<file path="src/rtl/cel_row_sequencer.sv">
// Walks one packed cel row by row: loads DMA, kicks the unpacker, turns pixels into framebuffer writes.
// Optional per-row watchdog enabled by defining CEL_ROW_WATCHDOG_EN.
module cel_row_sequencer #(
  parameter int ADDR_W   = 22,
  parameter int XW       = 11,
  parameter int WD_LIMIT = 4095
) (
  input  logic              clock,
  input  logic              reset_n,
  input  logic              cel_start,
  input  logic [ADDR_W-1:0] cel_addr,
  input  logic [XW-1:0]     cel_rows,
  input  logic [3:0]        cel_skipx,
  input  logic              abort,
  output logic              busy,
  output logic              cel_done,
  output logic [ADDR_W-1:0] dma_addr,
  output logic              dma_load,
  output logic              up_start,
  input  logic              up_pix_valid,
  input  logic              up_transp,
  input  logic [15:0]       up_col,
  input  logic              up_eol,
  input  logic [9:0]        up_offset,
  output logic              pix_we,
  output logic [XW-1:0]     pix_x,
  output logic [XW-1:0]     pix_y,
  output logic [15:0]       pix_col,
  output logic              err_timeout
);

  typedef enum logic [2:0] {S_IDLE, S_LOAD, S_KICK, S_RUN, S_NEXT, S_DONE} state_t;

  state_t            state, state_nxt;
  logic [ADDR_W-1:0] row_addr;
  logic [XW-1:0]     rows, x, y;
  logic [3:0]        skipx, skip_cnt;
  logic [9:0]        off_lat;
  logic              abort_act, wd_hit, pix_take, pix_skip, pix_fire, last_row;

  if (WD_LIMIT < 1) begin : g_wd_range
    $error("WD_LIMIT must be at least 1");
  end

  assign abort_act = abort && (state != S_IDLE);
  assign pix_take  = (state == S_RUN) && up_pix_valid && !abort_act;
  assign pix_skip  = skip_cnt < skipx;
  assign pix_fire  = pix_take && !pix_skip && !up_transp;
  assign last_row  = (XW'(y + 1'b1) == rows);

`ifdef CEL_ROW_WATCHDOG_EN
  localparam int WDW = $clog2(WD_LIMIT + 1);
  logic [WDW-1:0] wd_cnt;

  // Counter sits at zero outside RUN, so it is clear on every RUN entry.
  assign wd_hit = (state == S_RUN) && !up_eol && (wd_cnt == WDW'(WD_LIMIT - 1));

  always_ff @(posedge clock or negedge reset_n) begin
    if (!reset_n) begin
      wd_cnt      <= '0;
      err_timeout <= 1'b0;
    end else begin
      wd_cnt      <= (state == S_RUN) ? wd_cnt + 1'b1 : '0;
      err_timeout <= wd_hit && !abort_act;
    end
  end
`else
  assign wd_hit      = 1'b0;
  assign err_timeout = 1'b0;
`endif

  always_ff @(posedge clock or negedge reset_n) begin
    if (!reset_n) state <= S_IDLE;
    else          state <= state_nxt;
  end

  always_comb begin
    state_nxt = state;
    case (state)
      S_IDLE: if (cel_start) state_nxt = (cel_rows == '0) ? S_DONE : S_LOAD;
      S_LOAD: state_nxt = S_KICK;
      S_KICK: state_nxt = S_RUN;
      S_RUN: begin
        if (up_eol)      state_nxt = S_NEXT;
        else if (wd_hit) state_nxt = S_IDLE;
      end
      S_NEXT: state_nxt = last_row ? S_DONE : S_LOAD;
      S_DONE: state_nxt = S_IDLE;
      default: state_nxt = S_IDLE;
    endcase
    if (abort_act) state_nxt = S_IDLE;
  end

  always_ff @(posedge clock or negedge reset_n) begin
    if (!reset_n) begin
      row_addr <= '0;
      rows     <= '0;
      skipx    <= '0;
      skip_cnt <= '0;
      x        <= '0;
      y        <= '0;
      off_lat  <= '0;
      busy     <= 1'b0;
      cel_done <= 1'b0;
      dma_addr <= '0;
      dma_load <= 1'b0;
      up_start <= 1'b0;
      pix_we   <= 1'b0;
      pix_x    <= '0;
      pix_y    <= '0;
      pix_col  <= '0;
    end else begin
      cel_done <= (state == S_DONE) && !abort_act;
      dma_load <= (state == S_LOAD) && !abort_act;
      up_start <= (state == S_KICK) && !abort_act;
      pix_we   <= pix_fire;

      case (state)
        S_IDLE: if (cel_start) begin
          row_addr <= cel_addr;
          rows     <= cel_rows;
          skipx    <= cel_skipx;
          y        <= '0;
          busy     <= 1'b1;
        end
        S_LOAD: begin
          dma_addr <= row_addr;
          x        <= '0;
          skip_cnt <= '0;
        end
        S_RUN: begin
          if (pix_take) begin
            if (pix_skip) skip_cnt <= skip_cnt + 1'b1;
            else if (!(&x)) x <= x + 1'b1;
          end
          if (up_eol) off_lat <= up_offset;
          if (wd_hit) busy <= 1'b0;
        end
        S_NEXT: begin
          row_addr <= row_addr + ADDR_W'(off_lat) + ADDR_W'(2);
          y        <= y + 1'b1;
        end
        S_DONE: busy <= 1'b0;
        default: ;
      endcase

      if (pix_fire) begin
        pix_x   <= x;
        pix_y   <= y;
        pix_col <= up_col;
      end

      if (abort_act) busy <= 1'b0;
    end
  end

endmodule

</file>
<file path="config.mk">
export PLATFORM = sky130hd
export DESIGN_NAME = cel_row_sequencer
export DESIGN_NICKNAME = d
export VERILOG_FILES = /design/src/rtl/cel_row_sequencer.sv
export SDC_FILE = /design/constraint.sdc
export NUM_CORES = 1
export LEC_CHECK = 0
export CAP_MARGIN = 20
export CORE_UTILIZATION = 52
export CTS_BUF_LIST = sky130_fd_sc_hd__clkbuf_16
export DETAILED_ROUTE_END_ITERATION = 8
export HOLD_SLACK_MARGIN = 0.06
export PLACE_DENSITY_LB_ADDON = 0.3
export RECOVER_POWER = 25
export SYNTH_ARGS = -nofsm -noshare
export SYNTH_HDL_FRONTEND = slang
export SYNTH_SLANG_ARGS = --single-unit
</file>
<file path="constraint.sdc">
create_clock -name clock -period 3.7 [get_ports clock]
set_input_delay 0.74 -clock clock [delete_from_list [all_inputs] [get_ports clock]]
set_output_delay 0.74 -clock clock [all_outputs]
set_load 0.005 [all_outputs]
</file>
==> impl_metrics.sql, run 1 <==
INSERT INTO impl_metrics (metric_group, metric, value, unit) VALUES
('outcome', 'run_status', 'finished, violations left', ''),
('outcome', 'violations', 'capacitance limit, slew limit', ''),
('logic_synthesis', 'ys_seq_area_share', '50.8', '%'),
('layout', 'syn2layout_area_growth', '30.8', '%'),
('power', 'pwr-share-clk', '27.2', '%'),
('power', 'static-leakage-power', '4.12', 'nW'),
('logic_synthesis', 'netlist_instances', '680', ''),
('global_route', 'grt_overflow_total', '0', ''),
('logic_synthesis', 'synth_flop_cell', 'dfrtp_1', ''),
('worst_setup_path', 'path_cells', 'inv_1 -> ha_1 -> inv_1 -> ha_1 -> fa_1 -> a21oi_1 -> o21ai_0 -> a21oi_1 -> o22ai_2 -> a311oi_1 -> a211oi_1', ''),
('die', 'die_area', '13800', 'µm²'),
('place', 'port_buffers', '134', ''),
('worst_setup_path', 'end_kind', 'flop', ''),
('cts', 'cts_tree', 'built', ''),
('worst_hold_path', 'holdCritPathClass', 'flop to flop', ''),
('logic_synthesis', 'mappedNetlistArea', '6950', 'µm²'),
('worst_setup_path', 'path_class', 'flop to flop', ''),
('logic_synthesis', 'proportion_of_synthesized_flip_flops_having_asynchronous_set_or_reset', '100', '%'),
('worst_setup_path', 'critical-path-top-delay-family', 'compound AO/OA/AOI/OAI gates', ''),
('sta', 'maxClockFrequency', '347', 'MHz'),
('route', 'route.final.wire_length', '17400', 'µm'),
('logic_synthesis', 'yosys_warnings', '0', ''),
('global_route', 'grt_util_all_layers', '27.0', '%'),
('worst_setup_path', 'data_arrival_time_of_the_worst_path', '3170', 'ps'),
('logic_synthesis', 'yosys-top-cells-area', 'dfrtp_1, mux2_2, nand2_1', ''),
('job', 'maxCapViolCount', '1', ''),
('cts', 'clk_pin_slew_worst_paths', '60', 'ps'),
('power', 'power.density', '754', 'nW/µm²'),
('worst_setup_path', 'r2r_setup_slack', '810', 'ps'),
('logic_synthesis', 'post-synth-top-area-cell', 'dfrtp_1', ''),
('place', 'gp_routability_congestion', '0.879', ''),
('sta', 'final_period_minus_worst_setup_slack', '2890', 'ps'),
('cts', 'post-cts-setup-buffer-count', '0', ''),
('power', 'max-vdd-ir-drop', '0.468', 'mV'),
('place', 'dp_hpwl', '12000', 'µm'),
('worst_setup_path', 'timing.critical_path.from', 'row_addr[1]', ''),
('route', 'route.met2.wl', '8680', 'µm'),
('route', 'drt_first_iter_violations', '376', ''),
('sta', 'final-max-slew-violation-count', '76', ''),
('sta', 'slew-limit-headroom', '-25.4', '%'),
('logic_synthesis', 'synth-edff-count', '0', ''),
('worst_setup_path', 'worstSetupPathDepth', '11', ''),
('cts', 'numCtsBuffers', '17', ''),
('cts', 'cts_max_path_buffers', '2', ''),
('worst_setup_path', 'worst_r2r_path_depth', '11', ''),
('layout', 'nets', '905', ''),
('cts', 'cts_hold_repair.buffers', '0', ''),
('worst_setup_path', 'category_of_the_worst_setup_path_launch_point', 'flop', ''),
('die', 'num_rows', '41', ''),
('route', 'via_per_inst', '5.83', ''),
('global_route', 'grt_pass1_vias', '6043', ''),
('sta', 'final.period_utilization', '78.0', '%'),
('worst_setup_path', 'critical_path.endpoint', 'row_addr[19]', ''),
('die', 'core-area', '12800', 'µm²'),
('cts', 'cts_root_buffer', 'clkbuf_16', ''),
('die', 'die_h', '118', 'µm'),
('cts', 'h-tree-depth', '4', ''),
('die', 'die_width', '118', 'µm'),
('worst_setup_path', 'r2r_start', 'row_addr[1]', ''),
('route', 'dr_total_vias', '5793', ''),
('die', 'initial_utilization', '54.2', '%'),
('power', 'p_int', '4.41', 'mW'),
('route', 'routedLengthMet1', '7230', 'µm'),
('sta', 'tightest_slew', '1880', 'ps'),
('power', 'p_seq_share', '34.7', '%'),
('place', 'post_dp_cell_area', '8450', 'µm²'),
('logic_synthesis', 'synthesis.nets', '777', ''),
('route', 'drc', '0', ''),
('sta', 'grt_setup_unrepaired', 'no', ''),
('power', 'power_switching', '2.44', 'mW'),
('logic_synthesis', 'synth_top_area_share', '50.8', '%');
[worst min-delay path, stage by stage, from the launching register on]
cell	delay, ps
dfrtp_1	340
nand2_1	50
nand2_1	50
[power by group through the flow]
stage,clock network [mW],logic [mW],registers [mW]
finish,1.86,2.61,2.38
floorplan,0,1.73,2.27
CTS,1.88,2.61,2.37
global placement,0,2.46,2.36
global route,1.95,2.92,2.43
detailed placement,0,2.58,2.39
[cell families (layout without fill, tap and decap cells)]
| group | Yosys count | after routing | share of synthesized area [%] |
|---|---|---|---|
| xor gates and xnor gates | 27 | 27 | 3.40 |
| DFF | 141 | 141 | 50.8 |
| AOI/OAI and AO/OA | 132 | 132 | 12.6 |
| muxes | 53 | 53 | 8.52 |
| adders and majority gates | 27 | 27 | 4.97 |
| and+or+nand+nor | 251 | 251 | 16.7 |
| buffers and inverters | 48 | 189 | 2.94 |
| other | 1 | 1 | 0.0540 |
[placed cells by master (no fill, tap or decap), types with 17 or more instances in the layout]
cell,synthesis,layout
clkbuf_16,0,17
nand2_1,139,139
nor2_1,36,34
dfrtp_1,141,141
o21ai_0,37,37
ha_1,26,26
xnor2_1,19,19
mux2_2,48,48
a21oi_1,22,22
clkdlybuf4s50_1,0,133
[stage by stage]
| stage | utilization [%] | setup slack, ps | total power, mW | hold slack (ps) | std cells |
|---|---|---|---|---|---|
| after floorplan | - | 1150 | 3.99 | 444 | 680 |
| after global placement | 65.9 | 578 | 4.82 | 457 | 961 |
| after detailed placement | 65.9 | 505 | 4.97 | 464 | 961 |
| after CTS | 70.9 | 849 | 6.86 | 360 | 993 |
| after global routing | 70.9 | 589 | 7.30 | 491 | 993 |
| final | 70.9 | 815 | 6.85 | 470 | 993 |
[per-layer routing]
layer | vias up | track usage, %
met5 | - | 0
met4 | 0 | 11.1
met3 | 39 | 6.98
met2 | 242 | 45.9
met1 | 2851 | 32.8
li1 | 2661 | -
[worst min-delay path by stage]
stage | from | end | slack, ps | cells after the start
2_1_floorplan | reset_n | busy | 440 | 0
3_3_place_gp | dma_addr[17] | dma_addr[17] | 460 | 2
3_5_place_dp | dma_addr[14] | dma_addr[14] | 460 | 2
4_1_cts | reset_n | pix_x[5] | 360 | 1
5_1_grt | dma_addr[14] | dma_addr[14] | 490 | 2
6_report | dma_addr[14] | dma_addr[14] | 470 | 2
[Yosys cell counts (8+ instances only)]
cell type    n
o21ai_0     37
nor2_1      36
dfrtp_1    141
o31ai_1      8
ha_1        26
nand2_1    139
a21oi_1     22
a211oi_1     8
nand3_1     14
inv_1       14
clkbuf_1    26
xor2_1       8
and3_1       9
mux2_2      48
xnor2_1     19
[flip-flops by register name (all words and copies together) (netlist names)]
name / count
y: 11
state: 3
cel_done: 1
busy: 1
pix_y: 11
off_lat: 10
skip_cnt: 4
row_addr: 22
pix_col: 16
rows: 11
x: 11
up_start: 1
pix_we: 1
pix_x: 11
skipx: 4
dma_addr: 22
dma_load: 1
[layout make-up]
class,count,area (µm²)
well taps,172,215
fillers,945,3740
clock inverters,15,220
inverters,14,52.6
flip-flops and latches,141,3530
clock buffers,17,425
repair buffers,143,1410
multi-input cells,491,3230
Power figures use the tool's default switching activity.
==> run 2, diff against run 1 <==
--- a/config.mk
+++ b/config.mk
@@ -6,7 +6,7 @@
 export NUM_CORES = 1
 export LEC_CHECK = 0
 export CAP_MARGIN = 20
-export CORE_UTILIZATION = 52
+export CORE_UTILIZATION = 47
 export CTS_BUF_LIST = sky130_fd_sc_hd__clkbuf_16
 export DETAILED_ROUTE_END_ITERATION = 8
 export HOLD_SLACK_MARGIN = 0.06
==> constraint.sdc (replaced) <==
create_clock -name clock -period 2.55 [get_ports clock]
set_input_delay 0.51 -clock clock [delete_from_list [all_inputs] [get_ports clock]]
set_output_delay 0.51 -clock clock [all_outputs]
set_load 0.005 [all_outputs]
==> run 2 against run 1 <==
The run now ends clean; critical path depth is the same; cell area grew 2.9%; sequential share of layout area is 1.1 points lower; sequential power rose by 43%; global-route usage is 2.8 points lower; hold slack improved by 5.6 ps; sequential cell count unchanged; wire length rose by 1.6%; clock-buffer cell count stayed put; critical endpoint is now row_addr[11].
==> impl_metrics.sql, run 2 (synthesis results as in run 1) <==
INSERT INTO impl_metrics (metric_group, metric, value, unit) VALUES
('place', 'place.detailed.instances', '991', ''),
('die', 'core-area', '14500', 'µm²'),
('layout', 'syn2layout_area_growth', '34.6', '%'),
('power', 'static-leakage-power', '4.23', 'nW'),
('die', 'die_area', '15300', 'µm²'),
('sta', 'tightest_slew', '1210', 'ps'),
('sta', 'finalClockSkew', '6.93', 'ps'),
('cts', 'cts_tree', 'built', ''),
('cts', 'insertion_delay', '430', 'ps'),
('cts', 'cts_root_buffer', 'clkbuf_16', ''),
('outcome', 'run_status', 'complete, no violations', ''),
('route', 'route.final.wire_length', '17700', 'µm'),
('global_route', 'antenna_found_initial', '0', ''),
('worst_setup_path', 'category_of_the_worst_setup_path_launch_point', 'flop', ''),
('cts', 'clk_pin_slew_worst_paths', '60', 'ps'),
('job', 'maxCapViolCount', '0', ''),
('route', 'drc', '0', ''),
('sta', 'setup_viol', '0', ''),
('global_route', 'maximum_number_of_pins_on_one_net_before_global_route_repair', '54', ''),
('die', 'die_h', '124', 'µm'),
('global_route', 'grt_overflow_total', '0', ''),
('global_route', 'grt_pass1_vias', '5717', ''),
('route', 'number_of_iterations_in_the_first_detailed_routing_pass', '5', ''),
('power', 'power.density', '1120', 'nW/µm²'),
('layout', 'finalNonFillerCells', '1025', ''),
('worst_setup_path', 'cp_slowest_cell', 'fa_2', ''),
('cts', 'cts_sink_cnt', '141', ''),
('layout', 'nets', '925', ''),
('sta', 'fin_setup_tns', '0', 'ps'),
('route', 'postRouteAntennaNets', '0', ''),
('worst_hold_path', 'holdCritPathClass', 'flop to flop', ''),
('layout', 'mostFrequentLayoutCells', 'dfrtp_1, nand2_1, clkdlybuf4s50_1', ''),
('sta', 'final-max-slew-violation-count', '0', ''),
('worst_setup_path', 'cp_max_fo', '4', ''),
('route', 'via_per_inst', '5.67', ''),
('power', 'max-vdd-ir-drop', '0.685', 'mV'),
('place', 'dp_hpwl', '11800', 'µm'),
('cts', 'numCtsBuffers', '17', ''),
('worst_setup_path', 'critical_path_buf_inv_count', '2', ''),
('sta', 'slew-limit-headroom', '19.5', '%'),
('worst_setup_path', 'path_class', 'flop to flop', ''),
('route', 'dr_total_vias', '5810', ''),
('place', 'port_buffers', '134', ''),
('layout', 'layout_cells_sized_above_1', '15.5', '%'),
('cts', 'h-tree-depth', '4', ''),
('layout', 'layout.cells.most_common', 'dfrtp_1', ''),
('place', 'gp_routability_congestion', '0.893', ''),
('global_route', 'grt_first_pass_wirelength', '28000', 'µm'),
('global_route', 'grt_util_all_layers', '24.2', '%'),
('layout', 'antenna-diode-count', '0', ''),
('route', 'post_drt_wl_per_cell', '17.3', 'µm'),
('worst_setup_path', 'data_arrival_time_of_the_worst_path', '2800', 'ps'),
('sta', 'finalHoldViolations', '0', ''),
('die', 'floorplan.io_pins', '136', ''),
('layout', 'layout_top_registers', 'dma_addr (22), row_addr (22), pix_col (16)', ''),
('sta', 'final.period_utilization', '97.5', '%'),
('worst_setup_path', 'required', '2860', 'ps'),
('die', 'initial_utilization', '48.0', '%'),
('cts', 'cts_max_path_buffers', '2', ''),
('die', 'die_width', '124', 'µm'),
('worst_setup_path', 'slowest_delay', '380', 'ps'),
('sta', 'final_period_minus_worst_setup_slack', '2490', 'ps'),
('worst_setup_path', 'critical-path-top-delay-family', 'compound AO/OA/AOI/OAI gates', ''),
('sta', 'maxClockFrequency', '402', 'MHz'),
('worst_setup_path', 'path_cells', 'inv_1 -> ha_1 -> inv_1 -> ha_1 -> fa_2 -> a21oi_4 -> o21ai_2 -> a21oi_4 -> o21ai_2 -> o21a_1 -> o221a_2', ''),
('layout', 'final_core_util', '64.6', '%'),
('route', 'drt_first_iter_violations', '488', ''),
('die', 'num_rows', '44', ''),
('worst_setup_path', 'end_kind', 'flop', '');
==> run 2: cell types whose count changed in the layout (fill, tap and decap cells not counted), sizes merged <==
cell         delta
bufinv          +1
clkinvlp        +2
dlygate4sd3     +1
inv             +2
clkinv          -5
buf            +19
==> run 2: layout make-up <==
cell class,instances,area (µm²)
fillers,1119,5130
flip-flops and latches,141,3530
multi-input cells,491,3290
repair buffers,163,1580
clock buffers,17,425
clock inverters,15,244
well taps,184,230
inverters,14,52.6
==> run 2: worst register-to-register path: stages (launching register included) <==
cell	delay, ps
dfrtp_1	350
inv_1	50
ha_1	260
inv_1	40
ha_1	220
fa_2	380
a21oi_4	180
o21ai_2	110
a21oi_4	240
o21ai_2	120
o21a_1	190
o221a_2	240
==> run 2: final timing paths <==
| path | slack, ps | from | depth (start not counted) | end |
|---|---|---|---|---|
| worst max-delay path | 60 | off_lat[1] | 11 | row_addr[11] |
| worst min-delay path | 480 | dma_addr[0] | 2 | dma_addr[0] |
| worst max register to register | 60 | off_lat[1] | 11 | row_addr[11] |
| worst min register to register | 480 | dma_addr[0] | 2 | dma_addr[0] |
| max in group asynchronous | 520 | reset_n | 3 | pix_y[9] |
| min in group asynchronous | 870 | reset_n | 2 | pix_x[8] |
==> run 2: per-layer routing <==
metal | global-route usage [%] | wire, µm | vias up
met5 | 0 | 0 | -
met4 | 11.3 | 391 | 0
met3 | 4.58 | 1010 | 34
met2 | 39.1 | 8660 | 231
met1 | 31.5 | 7630 | 2851
li1 | - | - | 2694
==> run 2: per-stage QoR <==
step / hold slack, ps / worst slack (ps) / power [mW] / cell area (µm²)
floorplan: 214 / 0.415 / 5.79 / 6950
global placement: 461 / -49.4 / 7.19 / 8620
detailed placement: 461 / -142 / 7.31 / 8620
CTS: 481 / 14.3 / 10.2 / 9310
global route: 507 / -56.5 / 11.1 / 9350
finish: 476 / 63.0 / 10.4 / 9350
==> run 2: power breakdown <==
group	internal, mW	switching [mW]
Clock	1.83	0.981
Combinational	2.01	2.21
Sequential	2.88	0.522
==> run 2: timing repair <==
action	CTS	global route
buffers inserted	0	1
pin swaps	1	2
gates resized for setup	5	11
setup endpoints to repair	5	12
hold buffers	1	0
endpoints found under the hold margin	48	0
==> run 3, diff against run 2 <==
--- a/config.mk
+++ b/config.mk
@@ -5,7 +5,6 @@
 export SDC_FILE = /design/constraint.sdc
 export NUM_CORES = 1
 export LEC_CHECK = 0
-export CAP_MARGIN = 20
 export CORE_UTILIZATION = 47
 export CTS_BUF_LIST = sky130_fd_sc_hd__clkbuf_16
 export DETAILED_ROUTE_END_ITERATION = 8
==> results of run 3 <==
The final DEF is identical to that of run 2; final timing and power are the same.
